`src/rtl/pipe_stage_reg_if.sv`:
```
// -----------------------------------------------------------------------------
// pipe_stage_reg_if
// Bundles the upstream (in_*) and downstream (out_*) sides of a flow-controlled
// pipeline stage register.
//   slave  : the view of the stage itself (accepts in_*, produces out_*)
//   master : the view of the surrounding pipeline (produces in_*, consumes out_*)
// Signals:
//   in_valid / in_ready   upstream handshake
//   in_ctrl .. in_rd      payload offered by the execute side
//   out_valid / out_ready downstream handshake
//   out_ctrl .. out_rd    registered payload presented to the memory side
// -----------------------------------------------------------------------------
interface pipe_stage_reg_if #(
   parameter int DATA_W = 64,
   parameter int RD_W   = 5,
   parameter int CTRL_W = 5
);
   logic              in_valid;
   logic              in_ready;
   logic [CTRL_W-1:0] in_ctrl;
   logic [DATA_W-1:0] in_pc;
   logic [DATA_W-1:0] in_alu_result;
   logic              in_zero;
   logic [DATA_W-1:0] in_rs2_data;
   logic [RD_W-1:0]   in_rd;

   logic              out_valid;
   logic              out_ready;
   logic [CTRL_W-1:0] out_ctrl;
   logic [DATA_W-1:0] out_pc;
   logic [DATA_W-1:0] out_alu_result;
   logic              out_zero;
   logic [DATA_W-1:0] out_rs2_data;
   logic [RD_W-1:0]   out_rd;

   modport slave (
      input  in_valid, in_ctrl, in_pc, in_alu_result, in_zero, in_rs2_data, in_rd,
      input  out_ready,
      output in_ready,
      output out_valid, out_ctrl, out_pc, out_alu_result, out_zero, out_rs2_data, out_rd
   );

   modport master (
      output in_valid, in_ctrl, in_pc, in_alu_result, in_zero, in_rs2_data, in_rd,
      output out_ready,
      input  in_ready,
      input  out_valid, out_ctrl, out_pc, out_alu_result, out_zero, out_rs2_data, out_rd
   );
endinterface

```
`src/rtl/pipe_stage_reg.sv`:
```
// -----------------------------------------------------------------------------
// pipe_stage_reg
// Flow-controlled pipeline stage register (EX/MEM by default). Carries the
// control bundle, PC, ALU result, zero flag, store data and rd with a valid
// bit, ready/valid back-pressure, flush, and an optional one-entry skid buffer
// that makes in_ready a flop output.
// Ports:
//   clock  rising-edge clock
//   reset  asynchronous, active-high reset
//   flush  drop every held entry and any word offered this cycle
//   bus    pipe_stage_reg_if.slave (upstream and downstream handshake + payload)
// Parameters:
//   DATA_W  width of PC, ALU result and store data
//   RD_W    destination register index width
//   CTRL_W  control width, [4:0] = {RegWrite, MemToReg, Branch, MemRead, MemWrite}
//   SKID    1 = skid buffer, registered in_ready; 0 = combinational in_ready
// -----------------------------------------------------------------------------
module pipe_stage_reg #(
   parameter int DATA_W = 64,
   parameter int RD_W   = 5,
   parameter int CTRL_W = 5,
   parameter bit SKID   = 1'b1
) (
   input logic             clock,
   input logic             reset,
   input logic             flush,
   pipe_stage_reg_if.slave bus
);

   typedef struct packed {
      logic [CTRL_W-1:0] ctrl;
      logic [DATA_W-1:0] pc;
      logic [DATA_W-1:0] alu_result;
      logic              zero;
      logic [DATA_W-1:0] rs2_data;
      logic [RD_W-1:0]   rd;
   } payload_t;

   typedef enum logic [1:0] {
      EMPTY     = 2'd0,
      FULL      = 2'd1,
      SKID_FULL = 2'd2
   } state_e;

   payload_t in_word;
   payload_t main_q, main_d;
   logic     main_valid_q, main_valid_d;
   logic     in_ready_w;

   assign in_word = '{ctrl:       bus.in_ctrl,
                      pc:         bus.in_pc,
                      alu_result: bus.in_alu_result,
                      zero:       bus.in_zero,
                      rs2_data:   bus.in_rs2_data,
                      rd:         bus.in_rd};

   // Main (output) register, shared by both build options.
   // NOTE: sequential state is updated with <= so every flop samples the
   // pre-edge values; a blocking = here would make results depend on order.
   always_ff @(posedge clock or posedge reset) begin
      if (reset) begin
         main_q       <= '0;
         main_valid_q <= 1'b0;
      end else begin
         main_q       <= main_d;
         main_valid_q <= main_valid_d;
      end
   end

   generate
      if (SKID) begin : g_skid
         state_e   state_q, state_d;
         payload_t skid_q, skid_d;
         logic     in_ready_q;
         logic     accept, drain;

         assign accept = bus.in_valid && in_ready_q;
         assign drain  = main_valid_q && bus.out_ready;

         // NOTE: every signal written here gets its hold value first, so no
         // path through the case can leave it unassigned and infer a latch.
         always_comb begin
            state_d = state_q;
            main_d  = main_q;
            skid_d  = skid_q;
            if (flush) begin
               // Flush wins over everything; data fields keep their contents.
               state_d = EMPTY;
            end else begin
               case (state_q)
                  EMPTY: begin
                     if (accept) begin
                        state_d = FULL;
                        main_d  = in_word;
                     end
                  end
                  FULL: begin
                     if (accept && drain) begin
                        main_d = in_word;
                     end else if (accept) begin
                        state_d = SKID_FULL;
                        skid_d  = in_word;
                     end else if (drain) begin
                        state_d = EMPTY;
                     end
                  end
                  SKID_FULL: begin
                     // in_ready is low here, so only the skid entry can advance.
                     if (drain) begin
                        state_d = FULL;
                        main_d  = skid_q;
                     end
                  end
                  default: state_d = EMPTY;
               endcase
            end
            main_valid_d = (state_d != EMPTY);
         end

         always_ff @(posedge clock or posedge reset) begin
            if (reset) begin
               state_q    <= EMPTY;
               skid_q     <= '0;
               in_ready_q <= 1'b1;
            end else begin
               state_q    <= state_d;
               skid_q     <= skid_d;
               // Registered copy of (next state != SKID_FULL): upstream never
               // sees a combinational path from out_ready.
               in_ready_q <= (state_d != SKID_FULL);
            end
         end

         assign in_ready_w = in_ready_q;
      end else begin : g_noskid
         logic accept, drain;

         assign in_ready_w = bus.out_ready || !main_valid_q;
         assign accept     = bus.in_valid && in_ready_w;
         assign drain      = main_valid_q && bus.out_ready;

         always_comb begin
            main_d       = main_q;
            main_valid_d = main_valid_q;
            if (flush) begin
               main_valid_d = 1'b0;
            end else if (accept) begin
               main_d       = in_word;
               main_valid_d = 1'b1;
            end else if (drain) begin
               main_valid_d = 1'b0;
            end
         end
      end
   endgenerate

   assign bus.in_ready       = in_ready_w;
   assign bus.out_valid      = main_valid_q;
   // A bubble must never write the register file or memory.
   assign bus.out_ctrl       = main_valid_q ? main_q.ctrl : '0;
   assign bus.out_pc         = main_q.pc;
   assign bus.out_alu_result = main_q.alu_result;
   assign bus.out_zero       = main_q.zero;
   assign bus.out_rs2_data   = main_q.rs2_data;
   assign bus.out_rd         = main_q.rd;

endmodule

```
`src/flat_wrapper.sv`:
```
// flat-port wrapper written by rule: the top's interface ports become plain ports
module pipe_stage_reg_flat 
#(
   parameter int DATA_W = 64,
   parameter int RD_W   = 5,
   parameter int CTRL_W = 5,
   parameter bit SKID   = 1'b1
)
  (clock, reset, flush, bus_in_valid, bus_in_ctrl, bus_in_pc, bus_in_alu_result, bus_in_zero, bus_in_rs2_data, bus_in_rd, bus_out_ready, bus_in_ready, bus_out_valid, bus_out_ctrl, bus_out_pc, bus_out_alu_result, bus_out_zero, bus_out_rs2_data, bus_out_rd);
  pipe_stage_reg_if #(.DATA_W(DATA_W), .RD_W(RD_W), .CTRL_W(CTRL_W)) bus_i ();
  input logic clock;
  input logic reset;
  input logic flush;
  input wire logic [$bits(bus_i.in_valid)-1:0] bus_in_valid;
  input wire logic [$bits(bus_i.in_ctrl)-1:0] bus_in_ctrl;
  input wire logic [$bits(bus_i.in_pc)-1:0] bus_in_pc;
  input wire logic [$bits(bus_i.in_alu_result)-1:0] bus_in_alu_result;
  input wire logic [$bits(bus_i.in_zero)-1:0] bus_in_zero;
  input wire logic [$bits(bus_i.in_rs2_data)-1:0] bus_in_rs2_data;
  input wire logic [$bits(bus_i.in_rd)-1:0] bus_in_rd;
  input wire logic [$bits(bus_i.out_ready)-1:0] bus_out_ready;
  output wire logic [$bits(bus_i.in_ready)-1:0] bus_in_ready;
  output wire logic [$bits(bus_i.out_valid)-1:0] bus_out_valid;
  output wire logic [$bits(bus_i.out_ctrl)-1:0] bus_out_ctrl;
  output wire logic [$bits(bus_i.out_pc)-1:0] bus_out_pc;
  output wire logic [$bits(bus_i.out_alu_result)-1:0] bus_out_alu_result;
  output wire logic [$bits(bus_i.out_zero)-1:0] bus_out_zero;
  output wire logic [$bits(bus_i.out_rs2_data)-1:0] bus_out_rs2_data;
  output wire logic [$bits(bus_i.out_rd)-1:0] bus_out_rd;
  assign bus_i.in_valid = bus_in_valid;
  assign bus_i.in_ctrl = bus_in_ctrl;
  assign bus_i.in_pc = bus_in_pc;
  assign bus_i.in_alu_result = bus_in_alu_result;
  assign bus_i.in_zero = bus_in_zero;
  assign bus_i.in_rs2_data = bus_in_rs2_data;
  assign bus_i.in_rd = bus_in_rd;
  assign bus_i.out_ready = bus_out_ready;
  assign bus_in_ready = bus_i.in_ready;
  assign bus_out_valid = bus_i.out_valid;
  assign bus_out_ctrl = bus_i.out_ctrl;
  assign bus_out_pc = bus_i.out_pc;
  assign bus_out_alu_result = bus_i.out_alu_result;
  assign bus_out_zero = bus_i.out_zero;
  assign bus_out_rs2_data = bus_i.out_rs2_data;
  assign bus_out_rd = bus_i.out_rd;
  pipe_stage_reg #(.DATA_W(DATA_W), .RD_W(RD_W), .CTRL_W(CTRL_W), .SKID(SKID)) u_core (.clock(clock), .reset(reset), .flush(flush), .bus(bus_i));
endmodule
```
`config.mk`:
```
export PLATFORM = sky130hd
export DESIGN_NAME = pipe_stage_reg_flat
export DESIGN_NICKNAME = d
export VERILOG_FILES = /design/src/rtl/pipe_stage_reg_if.sv /design/src/rtl/pipe_stage_reg.sv /design/src/flat_wrapper.sv
export SDC_FILE = /design/constraint.sdc
export NUM_CORES = 1
export LEC_CHECK = 0
export BUFFER_PORTS_ARGS = -buffer_cell sky130_fd_sc_hd__clkbuf_2
export CAP_MARGIN = 40
export CORE_ASPECT_RATIO = 0.6
export CORE_MARGIN = 2
export CORE_UTILIZATION = 55
export DETAILED_ROUTE_END_ITERATION = 16
export GPL_TIMING_DRIVEN = 0
export PLACE_DENSITY = 0.8
export SYNTH_ARGS = -nofsm -noshare
export SYNTH_HDL_FRONTEND = slang
export SYNTH_SLANG_ARGS = --single-unit
```
`constraint.sdc`:
```
create_clock -name clock -period 14.8 [get_ports clock]
set_clock_uncertainty 0.15 [all_clocks]
set_input_delay 1.48 -clock clock [delete_from_list [all_inputs] [get_ports clock]]
set_output_delay 1.48 -clock clock [all_outputs]
set_load 0.02 [all_outputs]
```
==> impl_results.md, run 1 <==
* Status: complete, no violations
* Synth warnings at 0
* Hold buffers post-CTS at 0
* Hold Path Class: flop to flop
* R2R setup slack at approximately 12 ns
* Final hold vios at 0
* Post-layout min period at roughly 3.1 ns
* CP Launch Type: primary input
* Cells after Synth at 1304
* Total congestion overflow at 0
* Final #Nets at approximately 2000
* Crit. End Element: flop
* CP dominant cell by count: buf_2
* Share of the synthesized area in the top cell type at 0.534
* Global-route wire length before repair at roughly 68 mm
* ANT nets after route at 0
* Number of synthesized flops with an enable pin at 0
* I/O Buffers at between 400 and 500
* GP Congestion at between 0.8 and 0.9
* WP buf/inv at 4
* WL/cell at ~19 um
* Vias in the first global route at ~13000
* Ys flop type: dfrtp_1
* CP required at around 15 ns
* Fin cells at 2255
* Synthesized cell area at 19200 sq um
* Post-CTS setup buffer count at 0
* Period utilisation layout at 0.206
* Slew HR at 0.490
* Initial antenna violation count at 8
* Core area at about 34000 sq um
* Placed Cells at about 2200
* Pwr dens at 184 nW/um^2
* Final Util at 0.682
* Die height at ~150 um
* Async S/R FF share, synth at 1.00
* Syn nets at 1512
* Worst VDD drop at around 140 uV
* Ports at 413
* Avg Inst Size Synth at between 10 and 15 sq um
* DIE WIDTH at 245 um
* Worst-Skew Late Latency at approximately 0.53 ns
* CTS Buffer Depth at 3
* H-tree Lvls at 2
* Fmax at ~330 MHz
* CTS Buf Count at 39
* Root buffer selected by CTS: clkbuf_16
* # rows at between 50 and 60
* Initial core utilization at 0.564
* TritonRoute pass-1 iters at 4
* FF+latch count, synth at about 400
* Post-DP HPWL at between 30 and 40 mm
* Static leakage at 11.0 nW
* Clk pin slew, worst setup/hold paths at around 0.060 ns
* CTS resizes at 0
* Critical path cell sequence: clkbuf_2, nand3b_1, nor4bb_1, buf_2, buf_2, buf_4, mux2_2
* Die area at approximately 36000 sq um
* Via-to-Cell Ratio at between 5 and 6
* CTS tree: done
* RSZ-0062 raised after global routing: false
* Slew Viols, Final at 0
* Fin Hold WS at 0.333 ns
* Most common cell in the netlist: mux2_2
* Routed via count at 11500
* Synth area leaders: dfrtp_1 53%, mux2_2 34%, buf_4 9.1%, mux2_1 1.6%, buf_2 0.73%
* Critical path fanouts, max at 10
* Post-Route WL at roughly 43 mm
* Synth top cells by count: 582 x mux2_2, 409 x dfrtp_1, 233 x buf_4
* Post-synthesis sequential area ratio at 0.535
* Worst EP arrival at approximately 3.3 ns
* # clock sinks at between 400 and 500
* WS Path Type: primary input to flop
* Layout cells sized above 1 at 0.738
* Total track usage at 0.237
* Tightest Pin Transition at 0.765 ns
* CP peak stage delay at between 0.3 and 0.4 ns
* Synthesis-to-finish area growth at 21.0%
* Synth area leader: dfrtp_1
* Drt drc at 0
* # setup viols final at 0
* Unique masters post-synth at 22
* Crit path max-delay family: buffers and inverters
* Iteration-0 DRC Markers at between 300 and 400
* CP max stage cell: mux2_2
* Largest net degree at the start of global routing at 126
* Max Cap Viol at 0
flip-flops by register name, summed over array words and instances (netlist names):
name	cells
u_core.bus.out_pc	64
u_core.bus.out_zero	1
u_core.bus.in_ready	1
u_core.bus.out_rd	5
u_core.g_skid.skid_q	203
u_core.bus.out_valid	1
u_core.g_skid.state_q	2
u_core.bus.out_alu_result	64
u_core.bus.out_rs2_data	64
u_core.main_q	5
per-layer routing:
layer,global-route usage,up-vias,part of all wire
met5,0,-,0
met4,0.110,0,0.047
met3,0.0471,108,0.044
met2,0.381,254,0.47
met1,0.313,5856,0.43
li1,-,5309,-
kinds of logic (layout without fill, tap and decap cells):
family / after synthesis / in the layout / share of synthesized area
muxes: 609 / 609 / 0.358
DFF: 410 / 410 / 0.535
buffers and inverters: 267 / 751 / 0.0997
and+or+nand+nor: 13 / 13 / 0.00470
AOI/OAI and AO/OA: 5 / 5 / 0.00300
other: 0 / 8 / 0
cell type report:
type | count | area, sq um
clock buffer | 59 | 1170
tap | 459 | 574
buffer | 265 | 1900
timing repair buffer | 415 | 2140
inverter | 2 | 15.0
fill | 2419 | 10800
sequential | 410 | 10300
clock inverter | 10 | 116
multi-input combinational | 627 | 7010
antenna | 8 | 20.0
power by group:
part	switching, mW	total [mW]	internal, mW
Combinational	0.657	1.45	0.793
Clock	0.432	1.02	0.586
Sequential	0.226	1.79	1.57
Total	1.31	4.26	2.95
cells in the final DEF (no fill, tap or decap):
master	netlist	layout
buf_4	233	233
nand4b_1	1	1
nand2_1	1	1
nand2b_1	1	1
clkinv_2	0	3
buf_2	28	28
inv_1	2	1
a211oi_1	1	1
nand4_1	1	1
and2_1	5	5
clkbuf_2	0	412
buf_16	0	3
clkbuf_8	0	8
o21ai_0	1	1
bufinv_16	0	2
clkinvlp_4	0	2
dfstp_2	1	1
clkbuf_1	2	12
a221oi_1	1	1
buf_1	2	2
or2_1	1	1
a221oi_4	1	1
inv_8	0	1
clkbuf_16	0	41
mux2_1	27	27
inv_6	0	3
nor4bb_1	2	2
diode_2	0	8
a221o_1	1	1
mux2_2	582	582
dfrtp_1	409	409
nand3b_1	1	1
through the flow:
step | power, mW | worst slack (ns) | setup TNS, ns | cell area (sq um)
after global routing | 4.49 | 11.69 | 0 | 23200
after global placement | 3.20 | -2.44 | -969.52 | 21800
after floorplan | 2.84 | 1.76 | 0 | 19200
after CTS | 4.30 | 11.74 | 0 | 23200
after detailed placement | 3.27 | 11.18 | 0 | 21900
final | 4.26 | 11.75 | 0 | 23200
worst paths after layout:
kind                                           from                  endpoint  cells past startpoint
min in group asynchronous                     reset  u_core.g_skid.skid_q[93]                      2
worst max-delay path                   bus_in_valid  u_core.g_skid.skid_q[65]                      7
max in group asynchronous                     reset  u_core.g_skid.skid_q[45]                      4
worst min-delay path             u_core.main_q[200]        u_core.main_q[200]                      1
worst max register to register  u_core.bus.in_ready  u_core.g_skid.skid_q[65]                      6
worst min register to register   u_core.main_q[200]        u_core.main_q[200]                      1
(Power assumes the default switching activity.)
==> run 2, diff against run 1 <==
clock period = 3.1 ns   (was 14.8 ns; I/O delays follow)
==> impl_results.md, run 2 (synthesis gave the netlist of run 1 again) <==
* CTS tree: done
* Iteration-0 DRC Markers at just over 400
* DIE WIDTH at 245 um
* Clock share of power at 0.233
* Total congestion overflow at 0
* Setup WS post-layout at ~0.59 ns
* CP max stage cell: dfrtp_1
* Total track usage at 0.265
* Post-place setup slack at a little over 0.6 ns
* Pint at roughly 14 mW
* # clock sinks at approximately 400
* Drt drc at 0
* Net Sw Frac at 0.314
* Commonest non-fill, non-tap cells in the layout: 582 x mux2_2, 412 x clkbuf_2, 409 x dfrtp_1, 233 x buf_4, 206 x dlygate4sd3_1
* Commonest non-fill, non-tap cell in the layout: mux2_2
* Crit. End Element: flop
* Fin cells at 2466
* Final #Nets at about 2200
* Worst VDD drop at 599 uV
* Die height at approximately 150 um
* R2R setup slack at approximately 0.6 ns
* Worst EP arrival at 2.76 ns
* I/O Buffers at 412
* Final hold vios at 0
* Via-to-Cell Ratio at 5.12
* Sequential cell area at ~10000 sq um
* Max Cap Viol at 0
* Net load switching power at roughly 6.5 mW
* Dpl cell area at between 20000 and 25000 sq um
* Clk pin slew, worst setup/hold paths at around 0.06 ns
* WL/cell at 19.7 um
* CP dominant cell by count: buf_2
* End of the worst hold path: u_core.g_skid.state_q[0]
* Finished Cell Area at around 25000 sq um
* Period utilisation layout at 0.810
* Root buffer selected by CTS: clkbuf_16
* Reg with most FFs: u_core.g_skid.skid_q
* Vias in the first global route at between 10000 and 15000
* Initial core utilization at 0.564
* Slew Viols, Final at 0
* RR Endpoint: u_core.g_skid.skid_q[7]
* Status: complete, no violations
* Post-Route WL at 48.6 mm
* Core area at between 30000 and 40000 sq um
* GP Congestion at slightly above 0.8
* CP Launch Type: flop
* # setup viols final at 0
* Die area at 36400 sq um
* Ports at a little over 400
* Slew HR at 0.539
* Synthesis-to-finish area growth at 32.6%
* Critical path fanouts, max at 10
* Largest net degree at the start of global routing at just over 40
* WS Path Type: flop to flop
* Static leakage at between 10 and 15 nW
* CTS Buffer Depth at 3
* Pwr dens at 819 nW/um^2
* # rows at between 50 and 60
* Setup TNS Final at 0 ns
* Initial antenna violation count at 6
* Post-DP HPWL at 33.4 mm
* ANT nets after route at 0
* CTS Buf Count at 38
* Largest register FFs at between 200 and 250
* Routed via count at ~13000
* Tightest Pin Transition at 0.692 ns
* H-tree Lvls at 2
* Multi-input logic area at around 7000 sq um
* CP required at between 3 and 4 ns
* Worst-case reg-to-reg path depth at 6
* Critical path cell sequence: nand2_1, nor4bb_1, buf_2, buf_2, buf_4, mux2_2
* CP peak stage delay at about 0.48 ns
* Layout cells sized above 1 at 0.665
* Post-layout min period at roughly 2.5 ns
* RR Startpoint: u_core.bus.out_valid
* Total power draw at 20.8 mW
* Worst-Skew Late Latency at between 0.5 and 0.6 ns
* Hold Startpoint: bus_in_valid
* Power share of the combinational group at 0.351
* # fillers at between 2000 and 2500
* WHS Path Cells at 3
* Fmax at ~400 MHz
* Placed Cells at between 2000 and 2500
* Hold Path Class: primary input to flop
* Reg power frac at 0.416
* RSZ-0062 raised after global routing: false
* TritonRoute pass-1 iters at 4
* Global-route wire length before repair at ~76 mm
run 2: power by group through the flow:
stage	combinational (mW)	clock, mW	sequential (mW)
final	7.31	4.84	8.66
after detailed placement	7.04	0	8.67
after CTS	7.29	4.93	8.60
after global routing	7.74	5.16	8.90
after floorplan	5.25	0	8.32
after global placement	6.77	0	8.50
run 2: final cells by class:
| cell class | count | share of cell area |
|---|---|---|
| multi-input cells | 627 | 0.276 |
| well taps | 459 | 0.0226 |
| clock buffers | 56 | 0.0452 |
| inverters | 2 | 0.000443 |
| flip-flops and latches | 410 | 0.404 |
| clock inverters | 10 | 0.00517 |
| repair buffers | 630 | 0.172 |
| diodes | 7 | 0.000689 |
| plain buffers | 265 | 0.0749 |
run 2: how the worst max path moves through the flow:
stage / from / end / slack, ns / cells after the start
detailed placement: u_core.bus.out_valid / u_core.g_skid.skid_q[69] / 0.62 / 6
CTS: u_core.bus.out_valid / u_core.g_skid.skid_q[21] / 0.60 / 6
floorplan: reset / u_core.bus.out_alu_result[0] / -2.88 / 1
global route: u_core.bus.out_valid / u_core.g_skid.skid_q[7] / 0.43 / 6
global placement: reset / u_core.g_skid.skid_q[163] / -5.13 / 2
finish: u_core.bus.out_valid / u_core.g_skid.skid_q[7] / 0.59 / 6
run 2: timing repair:
| item | in CTS | in global routing |
|---|---|---|
| setup buffers | 0 | 0 |
| hold buffers | 206 | 0 |
| resized for setup | 0 | 0 |
| endpoints found under the hold margin | 331 | 0 |
run 2: critical path: cells and delay by family, from the launching register on:
kind | cells | cell delay (ns)
mux | 1 | 0.38
flops | 1 | 0.48
simple gates | 2 | 0.54
buf+inv | 3 | 0.84
run 2: routing by layer:
metal | share of wire | global-route usage | vias to the layer above
met5 | 0 | 0 | -
met4 | 0.046 | 0.122 | 0
met3 | 0.042 | 0.0489 | 149
met2 | 0.50 | 0.458 | 338
met1 | 0.41 | 0.325 | 6397
li1 | - | - | 5748
run 2: metrics by stage:
stage	utilization	hold slack, ns
detailed placement	0.648	0.230
CTS	0.747	0.00331
global route	0.747	0.0263
global placement	0.641	0.313
floorplan	-	0.230
finish	0.747	0.0316
==> run 3, diff against run 2 <==
clock period = 2.34 ns   (was 3.1 ns; I/O delays follow)
==> impl_results.md, run 3 (synthesis gave the netlist of run 1 again) <==
* Clk pin slew, worst setup/hold paths at ~0.06 ns
* Slew HR at 0.533
* CTS tree: done
* Max Cap Viol at 0
* CP Launch Type: flop
* Critical path cell sequence: or2_1, a221oi_4, buf_4, buf_6, buf_4, mux2_2
* DIE WIDTH at approximately 250 um
* Period utilisation layout at 0.971
* Core area at 34000 sq um
* Final #Nets at between 2000 and 2500
* Via-to-Cell Ratio at 5.15
* TritonRoute pass-1 iters at 4
* Reg power frac at 0.414
* R2R setup slack at approximately 0.067 ns
* CP dominant cell by count: buf_4
* Worst-Skew Late Latency at 0.53 ns
* CP peak stage delay at roughly 0.43 ns
* Crit. Startpoint: u_core.g_skid.state_q[1]
* Die height at 149 um
* Clock share of power at 0.231
* Routed via count at about 13000
* Initial core utilization at 0.564
* CTS Buf Count at 38
* Ports at about 410
* Commonest non-fill, non-tap cell in the layout: mux2_2
* Iteration-0 DRC Markers at approximately 420
* Tightest Pin Transition at 0.701 ns
* Pint at between 15 and 20 mW
* Post-Route WL at about 50 mm
* Worst Setup EP: u_core.bus.out_rs2_data[0]
* Total track usage at 0.266
* # rows at 52
* Finished Cell Area at between 20000 and 30000 sq um
* # clock sinks at slightly above 400
* Pwr dens at ~1100 nW/um^2
* Worst EP arrival at 2.53 ns
* Final hold vios at 0
* Reg with most FFs: u_core.g_skid.skid_q
* CP max stage cell: dfrtp_1
* Power share of the combinational group at 0.355
* Vias in the first global route at roughly 14000
* Worst VDD drop at between 700 and 800 uV
* RSZ-0062 raised after global routing: true
* Die area at approximately 36000 sq um
* Hold Path Class: primary input to asynchronous set/reset pin
* GP Congestion at slightly above 0.8
* RR Startpoint: u_core.g_skid.state_q[1]
* Commonest non-fill, non-tap cells in the layout: 582 x mux2_2, 412 x clkbuf_2, 408 x dfrtp_1, 212 x buf_4, 208 x dlygate4sd3_1
* Net Sw Frac at 0.314
* Static leakage at around 12 nW
* Status: complete, no violations
* WS Path Type: flop to flop
* RR Endpoint: u_core.bus.out_rs2_data[0]
* Slew Viols, Final at 0
* WL/cell at around 20 um
* CTS Buffer Depth at 3
* Post-DP HPWL at around 33 mm
* Layout cells sized above 1 at 0.667
* Total congestion overflow at 0
* Largest net degree at the start of global routing at 41
* CP required at 2.60 ns
* Critical path fanouts, max at 10
* Crit. End Element: flop
* Drt drc at 0
* Fmax at roughly 440 MHz
* Dpl cell area at between 20000 and 25000 sq um
* ANT nets after route at 0
* H-tree Lvls at 2
* Fin Hold WS at 0.164 ns
* # setup viols final at 0
* Post-layout min period at roughly 2.3 ns
* Synthesis-to-finish area growth at 35.0%
* Worst-case reg-to-reg path depth at 6
* Root buffer selected by CTS: clkbuf_16
* Global-route wire length before repair at about 76 mm
* Initial antenna violation count at 7
* Net load switching power at 8.72 mW
* Largest register FFs at between 200 and 250
* I/O Buffers at just over 400
## run 3: cell types whose count changed in the layout (fill, tap and decap cells not counted), moves of 2 or more
cell           delta
buf_12            +7
buf_2            -15
buf_4            -21
buf_6            +27
buf_8             +5
clkbuf_16         +5
clkbuf_4          +3
dlygate4sd3_1     +2
## run 3: final cells by class
class	instances	area, sq um
clock inverters	10	131
fillers	1985	8140
repair buffers	643	4590
plain buffers	265	2140
diodes	7	17.5
flip-flops and latches	410	10300
inverters	2	11.3
clock buffers	56	1150
well taps	459	574
multi-input cells	627	7010
## run 3: stage by stage
stage / setup TNS (ns) / cells / util / setup slack, ns / total power [mW]
floorplan: -1461.69 / 1304 / - / -3.57 / 18.0
global placement: -2384.96 / 2175 / 0.641 / -5.82 / 20.2
detailed placement: -19.39 / 2187 / 0.648 / -0.141 / 20.8
CTS: 0 / 2461 / 0.749 / 0.0172 / 27.6
global route: -1.18 / 2479 / 0.761 / -0.0417 / 29.1
finish: 0 / 2479 / 0.761 / 0.0669 / 27.8
## run 3: how the worst min path moves through the flow
stage,startpoint,end,slack (ns)
floorplan,flush,u_core.g_skid.state_q[0],0.15
global placement,u_core.main_q[201],u_core.main_q[201],0.31
detailed placement,reset,u_core.bus.out_rs2_data[23],0.15
CTS,reset,u_core.g_skid.skid_q[9],0.15
global route,reset,u_core.g_skid.skid_q[201],0.18
finish,reset,u_core.g_skid.skid_q[9],0.16
## run 3: metal layers
layer  wire [um]  vias to the layer above  share of wire  GRT usage
met5           0                        -              0          0
met4        2410                        0          0.049      0.124
met3        1960                      158          0.039     0.0487
met2       25000                      344           0.50      0.459
met1       20400                     6495           0.41      0.326
li1            -                     5768              -          -
## run 3: critical path, delay by kind of cell, from the launching register on
family | cells | cell delay, ns
buffers and inverters | 3 | 0.58
DFF | 1 | 0.43
and+or+nand+nor | 1 | 0.28
AOI/OAI and AO/OA | 1 | 0.33
muxes | 1 | 0.37
## run 3: power groups by stage
stage / clock [mW] / combinational (mW) / sequential, mW
after global routing: 6.84 / 10.4 / 11.8
after detailed placement: 0 / 9.33 / 11.5
after floorplan: 0 / 6.96 / 11.0
after CTS: 6.54 / 9.68 / 11.4
after global placement: 0 / 8.98 / 11.3
final: 6.42 / 9.87 / 11.5
## run 3: timing repair
item	in CTS	in global routing
pin swaps	0	2
endpoints found under the setup margin	272	355
gates resized for setup	16	59
buffers inserted	0	5
hold endpoints to repair	530	0
hold buffers	208	0
gates cloned	0	6
